--- config.mk ---
export PLATFORM = sky130hd
export DESIGN_NAME = argmax_sequencer
export DESIGN_NICKNAME = d
export VERILOG_FILES = /design/src/rtl/argmax_sequencer.sv
export SDC_FILE = /design/constraint.sdc
export NUM_CORES = 1
export LEC_CHECK = 0
export BUFFER_PORTS_ARGS = -buffer_cell sky130_fd_sc_hd__buf_4
export CAP_MARGIN = 20
export CORE_MARGIN = 5
export CORE_UTILIZATION = 50
export CTS_CLUSTER_SIZE = 14
export DETAILED_ROUTE_END_ITERATION = 10
export GPL_ROUTABILITY_DRIVEN = 0
export PLACE_DENSITY_LB_ADDON = 0.1
export SYNTH_ARGS = -nofsm -noshare
export SYNTH_HDL_FRONTEND = slang
export SYNTH_SLANG_ARGS = --single-unit
export TNS_END_PERCENT = 1
--- constraint.sdc ---
create_clock -name CLKEXT -period 2.65 [get_ports CLKEXT]
set_input_delay 0.53 -clock CLKEXT [delete_from_list [all_inputs] [get_ports CLKEXT]]
set_output_delay 0.53 -clock CLKEXT [all_outputs]
set_load 0.03 [all_outputs]
--- src/rtl/argmax_sequencer.sv ---
// argmax_sequencer: sequences PISO load/shift and runs a signed argmax over the serial scores.
// Define ARGMAX_SCORE_OUT_EN to expose the winning score on MAX_SCORE.
module argmax_sequencer #(
  parameter int WIDTH = 8,
  parameter int NUM_TAPS = 4,
  parameter int NUM_CLASSES = 10,
  parameter int IDX_W = 4
) (
  input  logic                    CLKEXT,
  input  logic                    CLR_ARGMAX_N,
  input  logic                    START,
  input  logic                    BATCH_VALID,
  output logic                    BATCH_READY,
  output logic                    SHIFT_OUT,
  output logic                    EN_PISO_OUT,
  input  logic signed [WIDTH-1:0] PISO_DATA,
  output logic                    BUSY,
  output logic                    RESULT_VALID,
`ifdef ARGMAX_SCORE_OUT_EN
  output logic signed [WIDTH-1:0] MAX_SCORE,
`endif
  output logic [IDX_W-1:0]        CLASS_OUT
);
  localparam int NUM_BATCHES = (NUM_CLASSES + NUM_TAPS - 1) / NUM_TAPS;
  typedef enum logic [1:0] {IDLE, WAIT_BATCH, SHIFT, DONE} state_t;
  state_t state;
  logic [IDX_W-1:0] batch_cnt, tap_cnt, idx_r, cur;
  logic signed [WIDTH-1:0] max_r;
  logic have, pad, take, last_tap;
  // The PISO emits its highest tap first, so the class index counts down within a batch.
  assign cur = IDX_W'(int'(batch_cnt) * NUM_TAPS + NUM_TAPS - 1 - int'(tap_cnt));
  assign pad = int'(cur) >= NUM_CLASSES;
  assign take = !pad && (!have || PISO_DATA > max_r || (PISO_DATA == max_r && cur < idx_r));
  assign last_tap = int'(tap_cnt) == NUM_TAPS - 1;
  assign BATCH_READY = state == WAIT_BATCH;
  assign SHIFT_OUT = !(state == WAIT_BATCH && BATCH_VALID);
  assign EN_PISO_OUT = state == SHIFT;
  always_ff @(posedge CLKEXT or negedge CLR_ARGMAX_N) begin
    if (!CLR_ARGMAX_N) begin
      state <= IDLE;
      batch_cnt <= '0;
      tap_cnt <= '0;
      idx_r <= '0;
      max_r <= '0;
      have <= 1'b0;
      BUSY <= 1'b0;
      RESULT_VALID <= 1'b0;
      CLASS_OUT <= '0;
`ifdef ARGMAX_SCORE_OUT_EN
      MAX_SCORE <= '0;
`endif
    end else begin
      RESULT_VALID <= 1'b0;
      case (state)
        IDLE: if (START) begin
          batch_cnt <= '0;
          tap_cnt <= '0;
          have <= 1'b0;
          BUSY <= 1'b1;
          state <= WAIT_BATCH;
        end
        WAIT_BATCH: if (BATCH_VALID) begin
          tap_cnt <= '0;
          state <= SHIFT;
        end
        SHIFT: begin
          if (take) begin
            max_r <= PISO_DATA;
            idx_r <= cur;
            have <= 1'b1;
          end
          tap_cnt <= tap_cnt + IDX_W'(1);
          if (last_tap) begin
            if (int'(batch_cnt) == NUM_BATCHES - 1) state <= DONE;
            else begin
              batch_cnt <= batch_cnt + IDX_W'(1);
              state <= WAIT_BATCH;
            end
          end
        end
        DONE: begin
          RESULT_VALID <= 1'b1;
          CLASS_OUT <= idx_r;
`ifdef ARGMAX_SCORE_OUT_EN
          MAX_SCORE <= max_r;
`endif
          BUSY <= 1'b0;
          state <= IDLE;
        end
        default: state <= IDLE;
      endcase
    end
  end
endmodule
==> impl_metrics.json <==
{
  "num_rows": 21,
  "gr-total-overflow": 0,
  "die_area_um2": 4617,
  "initial_core_util_pct": 51.12,
  "power.switching_uw": 907.9,
  "worstHoldPathType": "in -> async",
  "clock_skew_ns": 0.005599,
  "yosysTopAreaCell": "dfrtp_1",
  "syn2layout_area_growth_pct": 17.96,
  "clock_sinks": 29,
  "fp.dieW_um": 67.95,
  "power_frac_comb_pct": 50.6,
  "peakVddDrop_mv": 0.3896,
  "grt_pass1_wl_um": 5285,
  "grtUsageTotal_pct": 15.50,
  "layout.nets": 215,
  "setup_viol": 0,
  "r2r_cells": 11,
  "drtIter0Drc": 29,
  "finalHoldViolCount": 0,
  "crit_slowest_cell": "dfrtp_1",
  "r2r_end": "idx_r[3]",
  "status": "complete, no violations",
  "rsz0062_at_grt": "no",
  "drv_cap": 0,
  "drive_above_1_share_pct": 28.72,
  "cts_buffers": 5,
  "ys.flop_type": "dfrtp_1",
  "cellInternalPower_mw": 1.286,
  "drt-total-wl_um": 3129,
  "drc": 0,
  "grt_pass1_vias": 1203,
  "r2r_slack_ns": 0.14,
  "antenna_found_initial": 0,
  "slowest_delay_ns": 0.43,
  "postSynth.asyncResetShare_pct": 100.0,
  "cts-root-buf": "clkbuf_4",
  "ctsHtreeMaxLevel": 2,
  "post-dp-hpwl_um": 2336,
  "via_per_inst": 5.205,
  "syn_inst": 160,
  "max_freq_mhz": 398.0,
  "pre_cts_ws_ns": 0.03144,
  "synth_top_area_share_pct": 43.22,
  "clk_path_buf_depth": 2,
  "finalWorstSetupSlack_ns": 0.1375,
  "synth.distinct_cells": 37,
  "diodes": 0,
  "min_period_ns": 2.513,
  "seq_power_share_pct": 35.3,
  "p_clk_share_pct": 14.1,
  "clk_pin_slew_ns": 0.09,
  "slew_viol_final": 0,
  "worstPathMaxFanout": 5,
  "crit_arrival_ns": 2.73,
  "netlist_area_um2": 1679,
  "drt_pass1_iterations": 4,
  "die_y_um": 67.95,
  "cts_tree": "built",
  "worst_pin_slew_ns": 0.4782,
  "worstSkewPairLatency_ns": 0.32,
  "synth_common_cells": "dfrtp_1 (29), inv_1 (20), ha_1 (16)",
  "cp-end-kind": "flip-flop",
  "synth.top_cells.by_area": "dfrtp_1 (43%), ha_1 (12%), mux2_4 (5.4%)",
  "worstSetupPathType": "reg -> reg",
  "avgSynthCellArea_um2": 10.49,
  "ant_nets": 0,
  "p_per_area_nw_per_um2": 1108,
  "ioPinCount": 21,
  "p_leak_nw": 0.9960,
  "maxSlewHeadroom_pct": 67.78,
  "portBuffers": 20,
  "syn_nets": 188,
  "rr_startpoint": "batch_cnt[0]",
  "cp_cell_sequence": "inv_2 > ha_2 > xnor2_2 > xnor2_2 > ha_1 > o21ai_0 > a21oi_1 > o41ai_2 > o31ai_4 > buf_4 > mux2_4",
  "setup_tns_ns": 0,
  "switching_share_pct": 41.38,
  "yosysMostFrequentCell": "dfrtp_1",
  "cp_num_buf_inv": 2,
  "fin_cells": 234,
  "yosysWarnings": 0,
  "synth_seq_cells": 29,
  "yosysSeqAreaShare_pct": 43.22,
  "required_ns": 2.87,
  "dp_cells": 225,
  "grt_max_degree": 30,
  "coreArea_um2": 3284,
  "crit_path_frequent_cell": "xnor2_2",
  "post-route-period-util_pct": 94.81,
  "post_drt_wl_per_cell_um": 13.37,
  "synth_edf_count": 0,
  "num_vias": 1218,
  "crit_family": "compound AO/OA/AOI/OAI gates",
  "crit_path_start_kind": "flip-flop"
}
## through the flow
stage,utilization [%],hold WS [ns],total power [mW],cell area (um^2)
after floorplan,-,0.2344,1.581,1679
after global placement,57.30,0.4625,1.822,1882
after detailed placement,57.30,0.4755,1.877,1882
after CTS,59.43,0.1109,2.194,1952
after global routing,60.30,0.1272,2.377,1981
final,60.30,0.1144,2.194,1981
## final cells by class
class	instances	area, um^2
clock buffers	7	65.06
well taps	46	57.56
inverters	21	78.83
repair buffers	23	176.4
multi-input cells	107	872.1
fillers	284	1304
flip-flops and latches	29	725.7
clock inverters	1	5.005
## logic make-up (layout without fill, tap and decap cells)
| group | count (synthesis) | count (layout) | share of synthesized area [%] |
|---|---|---|---|
| and+or+nand+nor | 39 | 39 | 11.55 |
| muxes | 12 | 12 | 9.166 |
| DFF | 29 | 29 | 43.22 |
| AOI/OAI and AO/OA | 36 | 36 | 16.17 |
| xor gates and xnor gates | 4 | 4 | 2.087 |
| buffers and inverters | 24 | 52 | 5.886 |
| adders and majority gates | 16 | 16 | 11.92 |
## worst max-delay path by stage
stage,depth (start not counted),to,startpoint
global route,11,idx_r[3],batch_cnt[0]
detailed placement,11,max_r[6],batch_cnt[0]
global placement,11,max_r[6],batch_cnt[0]
CTS,11,max_r[6],batch_cnt[0]
floorplan,11,idx_r[3],batch_cnt[0]
finish,11,idx_r[3],batch_cnt[0]
## power by group through the flow
stage                     combinational [mW]  sequential (mW)  clock, mW
after floorplan                        0.783            0.799          0
after global placement                  1.05            0.771          0
after detailed placement                1.09            0.784          0
after CTS                               1.10            0.774      0.320
after global routing                    1.24            0.801      0.334
final                                   1.11            0.775      0.310
## registers in the layout, indices dropped and copies added (netlist names)
name / flops
tap_cnt: 4
max_r: 8
have: 1
RESULT_VALID: 1
state: 2
BUSY: 1
batch_cnt: 4
idx_r: 4
CLASS_OUT: 4
## layout by cell type, fill, tap and decap left out, types with 2 or more instances in the layout
| master | count |
|---|---|
| dfrtp_1 | 29 |
| buf_4 | 22 |
| inv_1 | 19 |
| nand2_1 | 15 |
| o21ai_0 | 15 |
| ha_1 | 15 |
| a21oi_1 | 8 |
| nor2_1 | 7 |
| mux2_4 | 6 |
| clkbuf_4 | 5 |
| nor2b_1 | 3 |
| nand4_1 | 3 |
| mux2i_1 | 3 |
| mux2_2 | 3 |
| xnor2_2 | 2 |
| o31ai_1 | 2 |
| a211oi_2 | 2 |
| nand3_1 | 2 |
| nand2b_1 | 2 |
| or3_1 | 2 |
| xor2_1 | 2 |
| clkbuf_8 | 2 |
## per-layer routing
layer	up-vias	track usage, %	wire (um)
met5	-	0	0
met4	0	7.444	61
met3	7	3.448	87
met2	18	27.32	1540
met1	582	17.56	1440
li1	611	-	-
## repair_timing
action	in CTS	in global routing
hold buffers	0	0
buffers inserted	0	1
resized for setup	0	5
setup endpoints to repair	0	9
(Power assumes the default switching activity.)
